===== config.mk =====
export PLATFORM = sky130hd
export DESIGN_NAME = counter_bus_master
export DESIGN_NICKNAME = d
export VERILOG_FILES = /design/src/rtl/counter_bus_master.sv
export SDC_FILE = /design/constraint.sdc
export NUM_CORES = 1
export LEC_CHECK = 0
export ABC_CLOCK_PERIOD_IN_PS = 1900
export CORE_ASPECT_RATIO = 1.1
export CORE_MARGIN = 10
export CORE_UTILIZATION = 31
export DETAILED_ROUTE_END_ITERATION = 7
export HOLD_SLACK_MARGIN = 0.1
export PLACE_DENSITY = 0.81
export SYNTH_ARGS = -nofsm -noshare
export SYNTH_HDL_FRONTEND = slang
export SYNTH_SLANG_ARGS = --single-unit

===== constraint.sdc =====
create_clock -name clk -period 1.9 [get_ports clk]
set_clock_uncertainty 0.2 [all_clocks]
set_input_delay 0.285 -clock clk [delete_from_list [all_inputs] [get_ports clk]]
set_output_delay 0.285 -clock clk [all_outputs]
set_load 0.1 [all_outputs]

===== src/rtl/counter_bus_master.sv =====
// rtl/counter_bus_master.sv - host command sequencer driving a counter block over a register bus
//
// Purpose:
//   Accepts one host command at a time, turns it into a fixed sequence of
//   register bus writes, finishes every command with a status read and returns
//   the sampled count/overflow as a response.
//
// Ports:
//   clk, rst_n              clock, asynchronous active-low reset
//   cmd_valid/cmd_ready     command handshake (ready only in IDLE)
//   cmd_op[1:0]             00 PULSE, 01 READ, 10 CLR_COUNT, 11 CLR_OVF
//   cmd_num[3:0]            pulse count for PULSE
//   rsp_valid/rsp_ready     response handshake
//   rsp_count[2:0], rsp_ovf status sampled by the final read
//   bus_wr_en, bus_rd_en    registered bus strobes (never both high)
//   bus_addr[9:0]           registered bus address
//   bus_wdata[31:0]         registered bus write data
//   bus_rdata[31:0]         read data, combinational from target while bus_rd_en=1
module counter_bus_master #(
  parameter logic [9:0] ADDR_CR = 10'h000,
  parameter logic [9:0] ADDR_SR = 10'h004
) (
  input  logic        clk,
  input  logic        rst_n,
  input  logic        cmd_valid,
  output logic        cmd_ready,
  input  logic [1:0]  cmd_op,
  input  logic [3:0]  cmd_num,
  output logic        rsp_valid,
  input  logic        rsp_ready,
  output logic [2:0]  rsp_count,
  output logic        rsp_ovf,
  output logic        bus_wr_en,
  output logic        bus_rd_en,
  output logic [9:0]  bus_addr,
  output logic [31:0] bus_wdata,
  input  logic [31:0] bus_rdata
);

  localparam logic [1:0] OP_PULSE     = 2'b00;
  localparam logic [1:0] OP_READ      = 2'b01;
  localparam logic [1:0] OP_CLR_COUNT = 2'b10;
  localparam logic [1:0] OP_CLR_OVF   = 2'b11;

  typedef enum logic [2:0] {
    IDLE, P_HI, P_LO, CLR_SET, CLR_REL, OVF_CLR, RD, RSP
  } state_t;

  state_t      state, next_state;
  logic [3:0]  pulse_cnt, next_pulse_cnt;
  logic        nxt_wr_en, nxt_rd_en;
  logic [9:0]  nxt_addr;
  logic [31:0] nxt_wdata;

  // Only the low nibble of the status word carries information.
  logic unused_rdata;
  assign unused_rdata = ^bus_rdata[31:4];

  // Gated by rst_n so the host never sees ready while reset is held.
  assign cmd_ready = rst_n && (state == IDLE);
  assign rsp_valid = (state == RSP);

  always_comb begin
    next_state     = state;
    next_pulse_cnt = pulse_cnt;
    nxt_wr_en      = 1'b0;
    nxt_rd_en      = 1'b0;
    nxt_addr       = ADDR_CR;
    nxt_wdata      = 32'h0;

    case (state)
      IDLE: begin
        if (cmd_valid) begin
          case (cmd_op)
            OP_PULSE: begin
              next_pulse_cnt = cmd_num;
              next_state     = (cmd_num == 4'd0) ? RD : P_HI;
            end
            OP_READ:      next_state = RD;
            OP_CLR_COUNT: next_state = CLR_SET;
            OP_CLR_OVF:   next_state = OVF_CLR;
            default:      next_state = IDLE;
          endcase
        end
      end
      P_HI: next_state = P_LO;
      P_LO: begin
        // Counter saturates at zero; the last pulse leaves for the status read.
        next_pulse_cnt = (pulse_cnt == 4'd0) ? 4'd0 : pulse_cnt - 4'd1;
        next_state     = (pulse_cnt <= 4'd1) ? RD : P_HI;
      end
      CLR_SET: next_state = CLR_REL;
      CLR_REL: next_state = RD;
      OVF_CLR: next_state = RD;
      RD:      next_state = RSP;
      RSP:     if (rsp_ready) next_state = IDLE;
      default: next_state = IDLE;
    endcase

    // Bus outputs are decoded from the state being entered so that, once
    // registered, they line up exactly with that state's cycle.
    case (next_state)
      P_HI: begin
        nxt_wr_en = 1'b1;
        nxt_wdata = 32'h1;
      end
      CLR_SET: begin
        nxt_wr_en = 1'b1;
        nxt_wdata = 32'h2;
      end
      CLR_REL: begin
        nxt_wr_en = 1'b1;
        nxt_wdata = 32'h0;
      end
      OVF_CLR: begin
        nxt_wr_en = 1'b1;
        nxt_addr  = ADDR_SR;
        nxt_wdata = 32'h0;
      end
      RD: begin
        nxt_rd_en = 1'b1;
        nxt_addr  = ADDR_SR;
      end
      default: ;
    endcase
  end

  always_ff @(posedge clk or negedge rst_n) begin
    if (!rst_n) begin
      state     <= IDLE;
      pulse_cnt <= 4'd0;
      bus_wr_en <= 1'b0;
      bus_rd_en <= 1'b0;
      bus_addr  <= ADDR_CR;
      bus_wdata <= 32'h0;
      rsp_count <= 3'd0;
      rsp_ovf   <= 1'b0;
    end else begin
      state     <= next_state;
      pulse_cnt <= next_pulse_cnt;
      bus_wr_en <= nxt_wr_en;
      bus_rd_en <= nxt_rd_en;
      bus_addr  <= nxt_addr;
      bus_wdata <= nxt_wdata;
      // Raw status is passed through untouched, including wrap/overflow.
      if (state == RD) begin
        rsp_count <= bus_rdata[2:0];
        rsp_ovf   <= bus_rdata[3];
      end
    end
  end

endmodule


==> impl_results.md, run 1 <==
- Status: finished with violations
- Failing checks: setup timing
- Top cell family by delay on the critical path: simple AND/OR/NAND/NOR gates
- Slew Viols, Final: 0
- Seq cells post-synth: 16
- RSZ-0062 raised after global routing: yes
- Worst EP arrival: 1.45 ns
- Clk sinks: 16
- Initial antenna violation count: 0
- Yosys warning total: 0
- Slowest library cell on the worst path: dfrtp_2
- Register area share after synthesis: between 30% and 40%
- Required @ worst endpoint: 1.41 ns
- Grt ovf: 0
- GP Congestion: 0.7496
- Worst path bufs/invs: 2
- Die Wd: 79.78 um
- Mapped Area: between 1000 and 1500 um2
- PortBufs: 24
- P&R area growth vs syn: 44.76%
- CP max FO: 2
- Starting Density: 32.83%
- N_diodes: 0
- Total power: 3.486 mW
- Critical path cell sequence: buf_6 > or2_4 > nor3b_4 > buf_12
- DP HPWL: between 2 and 2.5 mm
- Worst setup margin: -0.03154 ns
- TritonCTS Buffers: 3
- GRT Util Overall: under 10%
- Synth unique cells: 43
- Worst Setup Start Kind: flip-flop
- Full die area: slightly below 7000 um2
- FMAX: 517.7 MHz
- Vias in the first global route: about 1,100
- Drt wl/cell: between 10 and 15 um
- Setup tns final: -0.07729 ns
- Final-report hold violation count: 0
- Core area: around 3700 um2
- Routed Wire Length: 2.972 mm
- Vias: between 900 and 1,000
- Final min period: 1.932 ns
- Die H: 85.76 um
- Clk_lat worst skew: ~0.24 ns
- Initial drt markers: 32
- Final period util: 101.7%
- Clock root buffer master: clkbuf_8
- Layout cells sized above 1: ~36%
- CP peak stage delay: approximately 0.41 ns
- Site row count: 23
- Main synth FF type: dfrtp_1
- H-tree Lvls: 1
- Post-synth EDFFs: 0
- Vias/cell: 4.324
- Setup-failing EPs final: 3
- Leakage power: between 0.8 and 0.9 nW
- Remaining DRCs: 0
- Hold Slack: approximately 0.23 ns
- Clk slew on worst S/H paths: 0.06 ns
- Mapped Cells: between 100 and 150
- First-pass GRT wire length: between 4 and 5 mm
- Max-cap violations: 0
- Peak VDD IR: around 580 uV
- Remaining antenna violation count: 0
- PwrDens: approximately 2000 nW/um2
- Maximum buffer depth of the clock tree: 2
- Nature of the critical path endpoint: output pin
- Hold/Removal Path Class: in -> async
- Largest net degree at the start of global routing: 17
- TritonCTS clock tree: done
- Boundary Pins: 92
- Async SR Flop Fraction: 100.0%
- Syn Area/Cell: 9.672 um2
- NumNets Final: 219
- Drt pass-1 iters: 4
- Crit Path Category: reg -> out
[power breakdown]
group / switching, mW / internal (mW) / total (mW)
logic: 1.62 / 0.912 / 2.53
clock network: 0.109 / 0.183 / 0.292
registers: 0.156 / 0.506 / 0.662
[flip-flops by register name (all words and copies together) (netlist names)]
register / count
pulse_cnt: 4
bus_wr_en: 1
rsp_ovf: 1
state: 3
bus_addr: 1
bus_rd_en: 1
rsp_count: 3
bus_wdata: 2
[timing repair]
item	CTS	global route
gates resized for setup	9	12
pin swaps	4	1
cloned	0	0
hold endpoints to repair	0	0
buffers inserted	6	0
setup endpoints to repair	7	9
hold buffers	0	0
[cells in the final DEF (no fill, tap or decap), types with 2 or more instances in the layout]
cell type,instances
a21oi_1,2
inv_2,3
mux2_1,4
nor2_1,2
buf_12,11
and3_2,2
a211oi_1,2
buf_4,19
buf_6,3
nor3_1,5
clkdlybuf4s50_1,11
ha_1,3
o22ai_2,2
inv_1,4
nor3b_2,2
nand2_1,4
conb_1,39
dlygate4sd2_1,2
clkbuf_8,4
and2_1,2
dfrtp_1,15
[cell type report]
type	count	area (um2)
tap	50	62.56
timing repair buffer	46	524.3
fill	332	1948
inverter	7	26.28
multi-input combinational	99	694.4
clock buffer	4	55.05
sequential	16	401.6
[final timing paths]
| kind | startpoint | end | slack, ns | cells past startpoint |
|---|---|---|---|---|
| worst max register to register | state[2] | bus_rd_en | -0.03 | 5 |
| worst max-delay path | state[0] | cmd_ready | -0.03 | 4 |
| worst min-delay path | rst_n | pulse_cnt[0] | 0.23 | 2 |
| worst min register to register | rsp_count[0] | rsp_count[0] | 0.36 | 1 |
| max in group asynchronous | rst_n | state[0] | 1.07 | 2 |
| min in group clk | rsp_count[0] | rsp_count[0] | 0.36 | 1 |
[kinds of logic (layout without fill, tap and decap cells)]
group | Yosys count | in the layout | synth area share [%]
flops | 16 | 16 | 32.85
compound gates | 17 | 17 | 12.42
fa+ha+maj | 4 | 4 | 4.107
buf+inv | 49 | 57 | 27.72
simple gates | 34 | 34 | 18.07
mux | 5 | 5 | 4.517
other cells | 1 | 39 | 0.3077
[synthesized netlist by cell type, drive strengths merged (3+ instances only)]
library cell,instances,area share [%]
nor3b,3,2.7
dfrtp,16,33
ha,4,4.1
and3,3,1.6
mux2,4,3.7
nor2,3,1.1
buf,40,25
a211oi,3,2.9
and2,3,1.5
inv,7,2.2
nor3,6,2.5
nand2,4,1.2
[per-layer routing]
layer | vias to the layer above | global-route usage (%) | part of all wire, %
li1 | 458 | - | -
met1 | 455 | 7.892 | 36
met2 | 45 | 16.42 | 56
met3 | 2 | 1.148 | 6.5
met4 | 0 | 3.846 | 1.2
met5 | - | 0 | 0
[worst register-to-register path: cells and delay by family (launching register included)]
kind | cells | cell delay (ns)
DFF | 1 | 0.40
buffers and inverters | 1 | 0.16
AOI/OAI and AO/OA | 1 | 0.22
and+or+nand+nor | 3 | 0.84
[stage by stage]
| stage | instances | setup WS [ns] | util [%] | area, um2 |
|---|---|---|---|---|
| after CTS | 222 | -0.03677 | 46.17 | 1714 |
| final | 222 | -0.03154 | 47.52 | 1764 |
| after global routing | 222 | -0.08304 | 47.52 | 1764 |
| after global placement | 212 | -0.3373 | 43.01 | 1597 |
| after detailed placement | 212 | -0.3823 | 43.01 | 1597 |
| after floorplan | 164 | -0.1256 | - | 1375 |
(Power assumes the default switching activity.)
==> run 2: changes to the inputs <==
--- a/config.mk
+++ b/config.mk
@@ -7,8 +7,8 @@
 export LEC_CHECK = 0
 export ABC_CLOCK_PERIOD_IN_PS = 1900
 export CORE_ASPECT_RATIO = 1.1
-export CORE_MARGIN = 10
 export CORE_UTILIZATION = 31
+export CTS_BUF_LIST = sky130_fd_sc_hd__clkbuf_4 sky130_fd_sc_hd__clkbuf_8
 export DETAILED_ROUTE_END_ITERATION = 7
 export HOLD_SLACK_MARGIN = 0.1
 export PLACE_DENSITY = 0.81
==> run 2 against run 1 <==
  * The flow still finishes with violations (setup timing)
  * Highest routed layer unchanged
  * Setup slack worse by 0.024 ns
  * Combinational power hardly changed
  * First-iteration DRC count is 13% lower
  * Flip-flop and latch count stayed put
  * Cell count is 0.90% lower
  * Routed wire length is 20% lower
  * Critical path depth is 1 higher
  * Largest cell class unchanged
  * Non-clock buffer count is 2 lower
  * Die area is 39% lower
  * Largest power group unchanged
==> impl_results.md, run 2 (synthesis gave the netlist of run 1 again) <==
- TritonCTS Buffers: 3 (unchanged)
- Slowest library cell on the worst path: or4b_4
- Drt wl/cell: 10.76 um (-20%)
- Hold Slack: 0.1958 ns (-0.03443 ns)
- Slew Viols, Final: 0 (unchanged)
- GP Congestion: 0.7908 (+5.5%)
- Setup-failing EPs final: 3 (unchanged)
- Peak VDD IR: 576.2 uV (-1.4%)
- Die Wd: 61.78 um (-23%)
- Largest regs: pulse_cnt (4), rsp_count (3), state (3)
- Die H: 67.76 um (-21%)
- Remaining antenna violation count: 0 (unchanged)
- Largest Register: pulse_cnt
- Grt ovf: 0 (unchanged)
- Commonest cells after routing, fill and taps aside: conb_1 (39), dfrtp_1 (16), buf_4 (16), buf_12 (11), clkdlybuf4s50_1 (10)
- FMAX: 511.4 MHz (-1.2%)
- Clk sinks: 16 (unchanged)
- NumNets Final: 217 (-0.91%)
- Required @ worst endpoint: 1.83 ns (+0.42 ns)
- Leakage power: 0.8175 nW (-0.76%)
- Nature of the critical path endpoint: flip-flop
- Hold/Removal Path Class: in -> async
- Setup tns final: -0.1192 ns (-0.04195 ns)
- Largest net degree at the start of global routing: 17 (unchanged)
- Worst setup margin: -0.05537 ns (-0.02383 ns)
- Final min period: 1.955 ns (+0.02383 ns)
- P&R area growth vs syn: 43.22%
- Failing checks: setup timing
- GRT Util Overall: 12.16% (+3.9 points)
- Clk slew on worst S/H paths: 0.06 ns (about the same)
- Top cell family by delay on the critical path: simple AND/OR/NAND/NOR gates
- RSZ-0062 raised after global routing: yes
- PwrDens: 1976 nW/um2 (about the same)
- Most common cell after layout, fill and taps aside: conb_1
- CTS Hold Bufs: 0 (unchanged)
- CP peak stage delay: 0.55 ns (+0.14 ns)
- Initial antenna violation count: 0 (unchanged)
- First-pass GRT wire length: 3.719 mm (-21%)
- Largest register FFs: 4 (unchanged)
- Maximum buffer depth of the clock tree: 2 (unchanged)
- Drt pass-1 iters: 5 (+1)
- Worst EP arrival: 1.89 ns (+0.44 ns)
- PortBufs: 24 (unchanged)
- Max-cap violations: 0 (unchanged)
- Starting Density: 32.83% (unchanged)
- Initial drt markers: 28 (-13%)
- Core area: 3712 um2 (unchanged)
- Vias/cell: 4.427 (+2.4%)
- Post-layout util: 47.02% (-0.51 points)
- Worst path bufs/invs: 1 (-1)
- TritonCTS clock tree: done
- Final-report hold violation count: 0 (unchanged)
- Critical path cell sequence: buf_6 > or4b_4 > a211oi_4 > nor2_2 > and3_1
- Boundary Pins: 92 (unchanged)
- Crit Path Category: reg -> reg
- H-tree Lvls: 1 (unchanged)
- Clk_lat worst skew: 0.25 ns (about the same)
- DP HPWL: 1.710 mm (-26%)
- Vias in the first global route: 829 (-21%)
- Clock root buffer master: clkbuf_8
- Post-route cell area: 1745 um2 (-1.1%)
- Fin cells: 220 (-0.90%)
- Status: finished with violations
- Worst Setup Start Kind: flip-flop
- Routed Wire Length: 2.367 mm (-20%)
- Full die area: 4186 um2 (-39%)
- CP max FO: 5 (+3)
- N_diodes: 0 (unchanged)
- Layout cells sized above 1: 32.35% (-3.7 points)
- Placed cell count: 211 (-0.47%)
- Final period util: 102.9% (+1.3 points)
- Vias: 974 (+1.5%)
- Placement Cell Area: 1589 um2 (-0.47%)
- Site row count: 23 (unchanged)
- Remaining DRCs: 0 (unchanged)
run 2: what timing repair did:
item | in CTS | in global routing
gates resized for setup | 10 | 8
gates cloned | 0 | 0
setup endpoints to repair | 7 | 8
setup buffers | 5 | 0
pin swaps | 5 | 2
run 2: report_power, final:
group	switching [mW]	total (mW)	internal (mW)
Clock	0.110	0.293	0.183
Combinational	1.60	2.50	0.897
Sequential	0.154	0.659	0.504
Total	1.86	3.45	1.58
run 2: cell type report:
type | count | area (um2)
Fill cell | 341 | 1967
Multi-Input combinational cell | 99 | 689.4
Timing Repair Buffer | 44 | 511.7
Sequential cell | 16 | 400.4
Tap cell | 50 | 62.56
Clock buffer | 4 | 55.05
Inverter | 7 | 26.28
run 2: worst register-to-register path, delay by kind of cell, from the launching register on:
family | cells | cell delay [ns]
buffers and inverters | 1 | 0.14
AO/OA/AOI/OAI | 1 | 0.24
AND/OR/NAND/NOR | 3 | 0.86
flip-flops | 1 | 0.41
run 2: per-layer routing:
metal / GRT usage, % / vias to the layer above / wire length (um)
met4: 5.833 / 0 / 34
met2: 22.58 / 50 / 1331
met1: 13.36 / 469 / 848
met3: 1.341 / 2 / 153
met5: 0 / - / 0
li1: - / 453 / -
run 2: path summary, 6_finish.rpt:
check                           cells after the start         start  slack (ns)           end
max in group asynchronous                           2         rst_n        1.12  rsp_count[0]
worst max-delay path                                5      state[0]       -0.06     bus_rd_en
worst min register to register                      1  rsp_count[0]        0.36  rsp_count[0]
worst max register to register                      5      state[0]       -0.06     bus_rd_en
min in group clk                                    1  rsp_count[0]        0.36  rsp_count[0]
worst min-delay path                                2         rst_n        0.20  pulse_cnt[2]
run 2: metrics by stage:
| stage | worst slack (ns) | power (mW) |
|---|---|---|
| finish | -0.05537 | 3.449 |
| global route | -0.1044 | 3.619 |
| CTS | -0.03585 | 3.362 |
| detailed placement | -0.4046 | 2.951 |
| global placement | -0.3414 | 2.925 |
| floorplan | -0.1256 | 2.298 |
